File: src/rtl/serial_adder.sv
// serial_adder: bit-serial ripple adder.
// Operands are consumed LSB first, one bit per clock, through a single
// full-adder cell (two half-adders plus an OR). The result is published
// on sum/carry_out only when the last bit has been produced, so those
// outputs always show the most recent complete result.
module serial_adder #(
  parameter int WIDTH = 8
) (
  input  logic             clock,
  input  logic             reset,
  input  logic             start,
  input  logic [WIDTH-1:0] augend,
  input  logic [WIDTH-1:0] addend,
  input  logic             carry_in,
  output logic             busy,
  output logic             done,
  output logic [WIDTH-1:0] sum,
  output logic             carry_out
);

  typedef enum logic [1:0] {IDLE = 2'd0, SHIFT = 2'd1, DONE = 2'd2} state_t;

  // Six bits cover bit indices up to 63, enough for every legal WIDTH.
  localparam logic [5:0] LAST = 6'(WIDTH - 1);

  state_t           state_q, state_d;
  logic [WIDTH-1:0] a_q, a_d;
  logic [WIDTH-1:0] b_q, b_d;
  logic [WIDTH-1:0] ps_q, ps_d;
  logic [WIDTH-1:0] sum_q, sum_d;
  logic             c_q, c_d;
  logic             cout_q, cout_d;
  logic [5:0]       cnt_q, cnt_d;

  // Full-adder cell built from two half-adder stages.
  logic ha1_s, ha1_c, ha2_s, ha2_c, bit_s, bit_c;
  assign ha1_s = a_q[0] ^ b_q[0];
  assign ha1_c = a_q[0] & b_q[0];
  assign ha2_s = ha1_s ^ c_q;
  assign ha2_c = ha1_s & c_q;
  assign bit_s = ha2_s;
  assign bit_c = ha1_c | ha2_c;

  // State and datapath registers; reset wipes everything, including any
  // half-finished result, so nothing partial ever leaks out.
  always_ff @(posedge clock or posedge reset) begin
    if (reset) begin
      state_q <= IDLE;
      a_q     <= '0;
      b_q     <= '0;
      ps_q    <= '0;
      sum_q   <= '0;
      c_q     <= 1'b0;
      cout_q  <= 1'b0;
      cnt_q   <= '0;
    end else begin
      state_q <= state_d;
      a_q     <= a_d;
      b_q     <= b_d;
      ps_q    <= ps_d;
      sum_q   <= sum_d;
      c_q     <= c_d;
      cout_q  <= cout_d;
      cnt_q   <= cnt_d;
    end
  end

  // Next-state logic: start only matters in IDLE; DONE lasts one cycle.
  always_comb begin
    state_d = state_q;
    case (state_q)
      IDLE:    if (start) state_d = SHIFT;
      SHIFT:   if (cnt_q == LAST) state_d = DONE;
      DONE:    state_d = IDLE;
      default: state_d = IDLE;
    endcase
  end

  // Datapath next-state: load on accept, shift one bit per SHIFT cycle,
  // publish the completed sum on the edge that enters DONE.
  always_comb begin
    a_d    = a_q;
    b_d    = b_q;
    ps_d   = ps_q;
    sum_d  = sum_q;
    c_d    = c_q;
    cout_d = cout_q;
    cnt_d  = cnt_q;
    case (state_q)
      IDLE: begin
        if (start) begin
          a_d   = augend;
          b_d   = addend;
          c_d   = carry_in;
          cnt_d = '0;
        end
      end
      SHIFT: begin
        a_d   = {1'b0, a_q[WIDTH-1:1]};
        b_d   = {1'b0, b_q[WIDTH-1:1]};
        ps_d  = {bit_s, ps_q[WIDTH-1:1]};
        c_d   = bit_c;
        cnt_d = cnt_q + 6'd1;
        if (cnt_q == LAST) begin
          sum_d  = {bit_s, ps_q[WIDTH-1:1]};
          cout_d = bit_c;
        end
      end
      default: ;
    endcase
  end

  // Outputs are decoded from state or taken straight from registers.
  always_comb begin
    busy      = (state_q == SHIFT);
    done      = (state_q == DONE);
    sum       = sum_q;
    carry_out = cout_q;
  end

endmodule

File: config.mk
export PLATFORM = sky130hd
export DESIGN_NAME = serial_adder
export DESIGN_NICKNAME = d
export VERILOG_FILES = /design/src/rtl/serial_adder.sv
export SDC_FILE = /design/constraint.sdc
export NUM_CORES = 1
export LEC_CHECK = 0
export ABC_AREA = 1
export ABC_CLOCK_PERIOD_IN_PS = 2800
export CAP_MARGIN = 10
export CORE_ASPECT_RATIO = 2
export CORE_UTILIZATION = 43
export CTS_CLUSTER_DIAMETER = 150
export DETAILED_ROUTE_END_ITERATION = 10
export GPL_ROUTABILITY_DRIVEN = 1
export HOLD_SLACK_MARGIN = 0.06
export PLACE_DENSITY = 0.74
export SLEW_MARGIN = 30
export SYNTH_ARGS = -nofsm -noshare
export SYNTH_HDL_FRONTEND = slang
export SYNTH_SLANG_ARGS = --single-unit
File: constraint.sdc
create_clock -name clock -period 2.8 [get_ports clock]
set_input_delay 0.28 -clock clock [delete_from_list [all_inputs] [get_ports clock]]
set_output_delay 0.28 -clock clock [all_outputs]
set_load 0.02 [all_outputs]
==> results.txt, run 1 <==
Status - finished, final reports clean
# DRC - 0
Pins Over Slew Limit - 0
Final min period - 2030 ps
Final setup viols - 0
Area occupied by multi-input gates - 674 um^2
Clk_skew - 5.25 ps
Sequential area share after synthesis - 0.567
Final net count - 261
Worst Setup Start Kind - register
#FFs+latches synth - 41
Pre-Repair DR Iteration Count - 4
Ports - 31
Peak VDD IR - 0.464 mV
Crit Path Class - register to output pin
Tot GR Track Use - 0.174
Vias - 1,389
Initial antenna violation count - 0
CTS Buf Count - 5
Filler cell count - 407
Hpwl dp - 2.26 mm
Crit path max-delay family - buffers and inverters
Internal power contribution - 0.00104 W
Net Sw Frac - 0.323
Worst Path Max Fanout - 25
Routed wire length - 3.20 mm
Hold Path Class - input pin to async pin
I/O Buffers - 30
Setup_tns - 0 ps
Post-CTS setup buffers - 0
TritonCTS clock tree - done
RR Startpoint - cnt_q[1]
Switching power - 0.000497 W
Setup WS pre-CTS - 1090 ps
Clock transition at path regs - 70 ps
PwrDens - 689 nW/um^2
Starting Density - 0.447
Max-cap violations - 0
Leading area contributor after synthesis - dfrtp_1
Hold buffers post-CTS - 0
Distinct cells, synth - 19
Worst-Margin Slew - 506 ps
Crit path cell chain - nor2_4 > buf_4 > clkdlybuf4s50_1
Die span in x - 47.9 um
FF-to-FF End - carry_out
ANT cells - 0
CP required - 2520 ps
H-tree lvl count - 2
CP max stage cell - clkdlybuf4s50_1
DR iter-0 viols - 22
Die height - 93.7 um
Worst skew pair latency - 290 ps
Area Growth Syn to Fin - 23.4%
Final global-route overflow total - 0
YS warnings - 0
Reg2Reg Depth - 7
Clock Tree Buf Depth - 2
Synth top area share - 0.567
Mean post-synth cell area - 8.73 um^2
Core Rows - 33
FMAX - 494 MHz
Sequential power share - 0.501
Core ar. - 4050 um^2
Area occupied by registers - 1030 um^2
Post-CTS Resized - 0
Post-DRT Antenna Nets - 0
CTS root buf - clkbuf_8
Relative slew slack - 0.662
DR WL/cell - 11.0 um
First-pass GRT wire length - 5.55 mm
GPL Wtd Cong - 0.765
Top cells by area, synth - dfrtp_1 57%, nand2_1 19%, nand3_1 5.8%
Slowest stage delay, CP - 660 ps
R2r setup slk - 1390 ps
Worst Setup End Kind - output pin
RSZ-0062 raised after global routing - false
Die area - 4480 um^2
Final worst setup slack - 774 ps
Tcrit/Tclk final - 0.723
Clock power share - 0.248
Ratio of cells with drive above 1 in the final layout - 0.109
Synthesized net count - 229
P_leak - 1.09 nW
Worst path bufs/invs - 2
Post-Synthesis Cell Area - 1810 um^2
TritonCTS Sinks - 41
Cells after Synth - 207
Vias in the first global route - 1,345
Vias per cell - 4.77
Comb pwr share - 0.251
Largest net degree at the start of global routing - 42
Layout Utilization - 0.551
Critical path arrival - 1750 ps
Fin. Hold Viols - 0
-- power by group through the flow --
stage / Sequential [W] / Clock (W) / Combinational [W]
2_1_floorplan: 0.000771 / 0 / 0.000290
3_3_place_gp: 0.000777 / 0 / 0.000380
3_5_place_dp: 0.000781 / 0 / 0.000391
4_1_cts: 0.000770 / 0.000396 / 0.000397
5_1_grt: 0.000784 / 0.000414 / 0.000440
6_report: 0.000770 / 0.000382 / 0.000386
-- cell families after synthesis --
family / after synthesis / synth area share
buffers and inverters: 24 / 0.0595
AOI/OAI and AO/OA: 18 / 0.0657
adders and majority gates: 2 / 0.0180
DFF: 41 / 0.567
and+or+nand+nor: 122 / 0.289
-- flip-flops by register name (all words and copies together), names as in the netlist --
signal	count
a_q	8
b_q	8
sum	8
ps_q	7
cnt_q	6
state_q	2
c_q	1
carry_out	1
-- worst reg2reg max path: stages, from the launching register on --
cell and delay [ps]:
dfrtp_1 400, ha_1 230, nand2_2 110, nor2_4 120, nand3_4 220, inv_2 160
nand2_1 70, nand2_1 50
-- cells in the final DEF, fill, tap and decap left out, types with 2 or more instances in the layout --
master,n
nor2_4,2
nand3_1,21
buf_4,2
o21ai_1,3
o21ai_0,7
nand2_1,90
clkbuf_8,6
inv_2,5
nor2_1,4
clkdlybuf4s50_1,30
inv_1,12
dfrtp_1,41
o21ai_2,7
nand2_2,3
-- cell usage after synthesis --
cell type / count
nand2_1: 90
dfrtp_1: 41
nand3_1: 21
inv_1: 12
o21ai_0: 7
o21ai_2: 7
buf_2: 5
inv_2: 5
nor2_1: 4
nand2_2: 3
o21ai_1: 3
nor2_4: 2
buf_4: 1
buf_6: 1
fa_1: 1
ha_1: 1
nand3_4: 1
nand4_1: 1
o21bai_1: 1
-- worst max-delay path by stage --
stage | depth (start not counted) | startpoint | slack, ps | end
6_report | 3 | state_q[1] | 770 | busy
5_1_grt | 3 | state_q[1] | 710 | busy
3_5_place_dp | 3 | state_q[1] | 1090 | busy
3_3_place_gp | 3 | state_q[1] | 1090 | busy
4_1_cts | 4 | state_q[0] | 760 | busy
2_1_floorplan | 7 | cnt_q[1] | 1560 | sum[7]
-- area by class of cell --
cell class / count / area share
Multi-Input combinational cell: 142 / 0.302
Tap cell: 52 / 0.0292
Clock buffer: 7 / 0.0387
Inverter: 17 / 0.0286
Sequential cell: 41 / 0.460
Timing Repair Buffer: 32 / 0.141
-- metrics by stage --
stage | instances | total power, W | hold WS [ps] | area [um^2]
global route | 291 | 0.00164 | 472 | 2230
CTS | 291 | 0.00156 | 435 | 2230
floorplan | 207 | 0.00106 | 397 | 1810
detailed placement | 284 | 0.00117 | 467 | 2140
global placement | 284 | 0.00116 | 462 | 2140
finish | 291 | 0.00154 | 410 | 2230
-- layer usage --
metal	up-vias	wire [um]	GRT usage
li1	707	-	-
met4	0	87	0.0833
met1	642	1330	0.193
met5	-	0	0
met3	9	107	0.0404
met2	31	1670	0.292
Power figures use the tool's default switching activity.
==> run 2: changes to the inputs <==
--- a/config.mk
+++ b/config.mk
@@ -6,7 +6,7 @@
 export NUM_CORES = 1
 export LEC_CHECK = 0
 export ABC_AREA = 1
-export ABC_CLOCK_PERIOD_IN_PS = 2800
+export ABC_CLOCK_PERIOD_IN_PS = 1700
 export CAP_MARGIN = 10
 export CORE_ASPECT_RATIO = 2
 export CORE_UTILIZATION = 43
@@ -14,7 +14,7 @@
 export DETAILED_ROUTE_END_ITERATION = 10
 export GPL_ROUTABILITY_DRIVEN = 1
 export HOLD_SLACK_MARGIN = 0.06
-export PLACE_DENSITY = 0.74
+export PLACE_DENSITY = 0.77
 export SLEW_MARGIN = 30
 export SYNTH_ARGS = -nofsm -noshare
 export SYNTH_HDL_FRONTEND = slang
==> constraint.sdc (replaced) <==
create_clock -name clock -period 1.7 [get_ports clock]
set_input_delay 0.17 -clock clock [delete_from_list [all_inputs] [get_ports clock]]
set_output_delay 0.17 -clock clock [all_outputs]
set_load 0.02 [all_outputs]
==> results.txt, run 2 (synthesis results as in run 1) <==
Layout Utilization - 0.564
Relative slew slack - 0.662
Net Sw Frac - 0.302
Die area - 4480 um^2
CP required - 1530 ps
Ratio of cells with drive above 1 in the final layout - 0.117
GPL Wtd Cong - 0.757
Final global-route overflow total - 0
Area Growth Syn to Fin - 26.3%
P_leak - 1.13 nW
Ports - 31
Tcrit/Tclk final - 0.849
Post-DRT Antenna Nets - 0
Final net count - 261
Internal power contribution - 0.00198 W
ANT cells - 0
Hold Path Class - input pin to async pin
Final worst setup slack - 257 ps
Vias per cell - 4.69
Max-cap violations - 0
Fin. Hold Viols - 0
FMAX - 693 MHz
Tot GR Track Use - 0.174
Peak VDD IR - 1.05 mV
CP max stage cell - clkdlybuf4s50_1
Crit path cell chain - clkdlybuf4s50_1
Placed cells - 284
Die height - 93.7 um
Routed wire length - 3.19 mm
Starting Density - 0.447
RR Startpoint - cnt_q[1]
Hold buffers post-CTS - 0
Worst path bufs/invs - 1
PwrDens - 1240 nW/um^2
Final min period - 1440 ps
Hpwl dp - 2.25 mm
Worst skew pair latency - 290 ps
Worst Setup End Kind - output pin
Sequential power share - 0.448
Initial antenna violation count - 0
Clock transition at path regs - 80 ps
Largest net degree at the start of global routing - 42
Crit Path Class - register to output pin
Pins Over Slew Limit - 0
Worst-Margin Slew - 506 ps
Worst Setup Start Kind - register
Comb pwr share - 0.221
Status - finished, final reports clean
Setup WS pre-CTS - 303 ps
TritonCTS clock tree - done
CTS Buf Count - 5
Most frequent cells in the layout - 90 x nand2_1, 41 x dfrtp_1, 28 x clkdlybuf4s50_1
Setup_tns - 0 ps
Clock power share - 0.331
Vias in the first global route - 1,338
DR iter-0 viols - 28
First-pass GRT wire length - 5.58 mm
Layout Cells excl Fill - 292
Critical path arrival - 1270 ps
H-tree lvl count - 2
Pre-Repair DR Iteration Count - 4
Worst Path Max Fanout - 2
CP Launch Point - carry_out
Switching power - 0.000855 W
DR WL/cell - 10.9 um
TritonCTS Sinks - 41
Vias - 1,369
I/O Buffers - 30
Die span in x - 47.9 um
Crit path max-delay family - buffers and inverters
# DRC - 0
Core Rows - 33
Clock Tree Buf Depth - 2
Commonest non-fill, non-tap cell in the layout - nand2_1
Core ar. - 4050 um^2
CTS root buf - clkbuf_8
RSZ-0062 raised after global routing - false
Slowest stage delay, CP - 610 ps
Clk_skew - 10.8 ps
Final setup viols - 0
## run 2: final cells by class
cell class / count / area (um^2)
clock inverter: 3 / 68.8
multi-input combinational: 142 / 674
sequential: 41 / 1030
inverter: 17 / 63.8
tap: 52 / 65.1
timing repair buffer: 32 / 317
clock buffer: 5 / 68.8
fill: 392 / 1760
## run 2: routing by layer
metal	vias up	track usage	share of wire
met5	-	0	0
met4	0	0.0764	0.018
met3	5	0.0346	0.030
met2	33	0.285	0.53
met1	624	0.210	0.42
li1	707	-	-
## run 2: worst min-delay path: cells and delay by family
kind | cells | cell delay, ps
buffers and inverters | 3 | 870
## run 2: what timing repair did
action                                  in CTS  in global routing
endpoints found under the setup margin       1                  1
setup buffers                                0                  0
gates resized for setup                      1                  1
## run 2: final timing paths
path                             endpoint  slack [ps]  cells past startpoint
worst max-delay path            carry_out         260                      1
worst min-delay path              ps_q[2]         290                      3
worst max register to register     sum[4]         310                      6
worst min register to register     a_q[7]         480                      2
max in group asynchronous          sum[5]        1040                      3
min in group clock                 a_q[7]         410                      3
## run 2: metrics by stage
stage | total power (W) | area [um^2] | hold WS [ps]
finish | 0.00283 | 2280 | 291
global route | 0.00301 | 2280 | 380
CTS | 0.00287 | 2280 | 312
detailed placement | 0.00193 | 2140 | 458
global placement | 0.00190 | 2140 | 457
floorplan | 0.00175 | 1810 | 287
## run 2: power groups by stage
stage          clock network [W]  registers, W  logic [W]
2_1_floorplan                  0       0.00127   0.000477
3_3_place_gp                   0       0.00128   0.000624
3_5_place_dp                   0       0.00129   0.000642
4_1_cts                 0.000961       0.00127   0.000640
5_1_grt                 0.000998       0.00129   0.000720
6_report                0.000937       0.00127   0.000625
==> run 3: changes to the inputs <==
--- a/config.mk
+++ b/config.mk
@@ -6,7 +6,7 @@
 export NUM_CORES = 1
 export LEC_CHECK = 0
 export ABC_AREA = 1
-export ABC_CLOCK_PERIOD_IN_PS = 1700
+export ABC_CLOCK_PERIOD_IN_PS = 1400
 export CAP_MARGIN = 10
 export CORE_ASPECT_RATIO = 2
 export CORE_UTILIZATION = 43
@@ -14,7 +14,7 @@
 export DETAILED_ROUTE_END_ITERATION = 10
 export GPL_ROUTABILITY_DRIVEN = 1
 export HOLD_SLACK_MARGIN = 0.06
-export PLACE_DENSITY = 0.77
+export PLACE_DENSITY = 0.74
 export SLEW_MARGIN = 30
 export SYNTH_ARGS = -nofsm -noshare
 export SYNTH_HDL_FRONTEND = slang
==> constraint.sdc (replaced) <==
create_clock -name clock -period 1.4 [get_ports clock]
set_input_delay 0.14 -clock clock [delete_from_list [all_inputs] [get_ports clock]]
set_output_delay 0.14 -clock clock [all_outputs]
set_load 0.02 [all_outputs]
==> results.txt, run 3 (synthesis results as in run 1) <==
Filler cell count - 413
Worst Setup Start Kind - register
Final global-route overflow total - 0
R2r setup slk - 100 ps
DR iter-0 viols - 46
Vias - 1,396
Setup_tns - 0 ps
Initial antenna violation count - 0
First-pass GRT wire length - 5.59 mm
Vias per cell - 4.75
Worst Path Max Fanout - 3
Clock transition at path regs - 80 ps
CTS root buf - clkbuf_8
# DRC - 0
Final setup viols - 0
I/O Buffers - 30
Clk_skew - 7.52 ps
Hold Path Class - input pin to async pin
Largest net degree at the start of global routing - 42
Final net count - 263
Die span in x - 47.9 um
Hold buffers post-CTS - 0
Critical path arrival - 1200 ps
Die height - 93.7 um
Peak VDD IR - 0.969 mV
Worst skew pair latency - 300 ps
Hpwl dp - 2.39 mm
Setup WS pre-CTS - 3.74 ps
Fin. Hold Viols - 0
Final min period - 1340 ps
Tcrit/Tclk final - 0.957
Most frequent cells in the layout - 90 x nand2_1, 41 x dfrtp_1, 21 x nand3_1
ANT cells - 0
Pre-Repair DR Iteration Count - 4
Final worst setup slack - 59.9 ps
GPL Wtd Cong - 0.720
FF-to-FF End - sum[5]
Placed cells - 285
Tot GR Track Use - 0.179
Pins Over Slew Limit - 0
FMAX - 746 MHz
Worst-Margin Slew - 314 ps
CP required - 1260 ps
H-tree lvl count - 2
Routed wire length - 3.30 mm
Crit Path Class - register to output pin
Core ar. - 4050 um^2
Layout Cells excl Fill - 294
Met1 Use GR - 0.174
Area Growth Syn to Fin - 26.9%
Die area - 4480 um^2
Ratio of cells with drive above 1 in the final layout - 0.128
GR Layer Usage met2 - 0.311
Vias in the first global route - 1,354
RSZ-0062 raised after global routing - false
Met3 GRT Util - 0.0673
CTS Buf Count - 5
DR WL/cell - 11.2 um
Reg2Reg Depth - 7
Post-DRT Antenna Nets - 0
Commonest non-fill, non-tap cell in the layout - nand2_1
Max-cap violations - 0
TritonCTS clock tree - done
Ports - 31
P_leak - 1.24 nW
Clock Tree Buf Depth - 2
Starting Density - 0.447
Global routing's busiest layer - met2
Relative slew slack - 0.791
Worst Setup End Kind - output pin
PwrDens - 1370 nW/um^2
Core Rows - 33
RR Startpoint - cnt_q[1]
Worst hold margin - 182 ps
Status - finished, final reports clean
TritonCTS Sinks - 41
[run 3: layout make-up]
cell class | count | area [um^2] | area share
flip-flops and latches | 41 | 1030 | 0.447
clock inverters | 2 | 13.8 | 0.00600
well taps | 52 | 65.1 | 0.0284
clock buffers | 6 | 82.6 | 0.0360
multi-input cells | 142 | 677 | 0.295
repair buffers | 34 | 365 | 0.159
inverters | 17 | 63.8 | 0.0278
[run 3: what timing repair did]
item                       CTS  global route
gates resized for setup      6             8
pin swaps                    1             0
buffers inserted             1             0
setup endpoints to repair   13            10
[run 3: worst max-delay path by stage]
| stage | depth (start not counted) | slack (ps) | to | start |
|---|---|---|---|---|
| 3_5_place_dp | 6 | 4 | sum[1] | state_q[0] |
| 2_1_floorplan | 7 | 160 | sum[7] | cnt_q[1] |
| 5_1_grt | 8 | 0.7 | sum[0] | cnt_q[1] |
| 4_1_cts | 1 | 1 | sum[2] | sum[2] |
| 3_3_place_gp | 5 | 50 | sum[1] | state_q[1] |
| 6_report | 3 | 60 | busy | state_q[0] |
[run 3: critical path, cell delays in order (launching register included)]
cell and delay, ps:
dfrtp_1 400, inv_2 70, nor2_4 100, clkdlybuf4s15_1 340
[run 3: power by group]
part | internal [W] | total, W | switching (W) | leakage [nW]
combinational | 0.000321 | 0.000806 | 0.000485 | 0.644
sequential | 0.00140 | 0.00154 | 0.000144 | 0.540
clock | 0.000399 | 0.000801 | 0.000402 | 0.0512
[run 3: metal layers]
metal,up-vias,wire (um),share of wire
li1,710,-,-
met1,653,1240,0.38
met2,27,1840,0.56
met3,6,137,0.042
met4,0,72,0.022
met5,-,0,0
[run 3: per-stage QoR]
| step | power, W | utilization | area, um^2 |
|---|---|---|---|
| after floorplan | 0.00212 | - | 1810 |
| final | 0.00315 | 0.567 | 2290 |
| after CTS | 0.00318 | 0.562 | 2270 |
| after global routing | 0.00336 | 0.567 | 2290 |
| after global placement | 0.00234 | 0.535 | 2160 |
| after detailed placement | 0.00237 | 0.535 | 2160 |
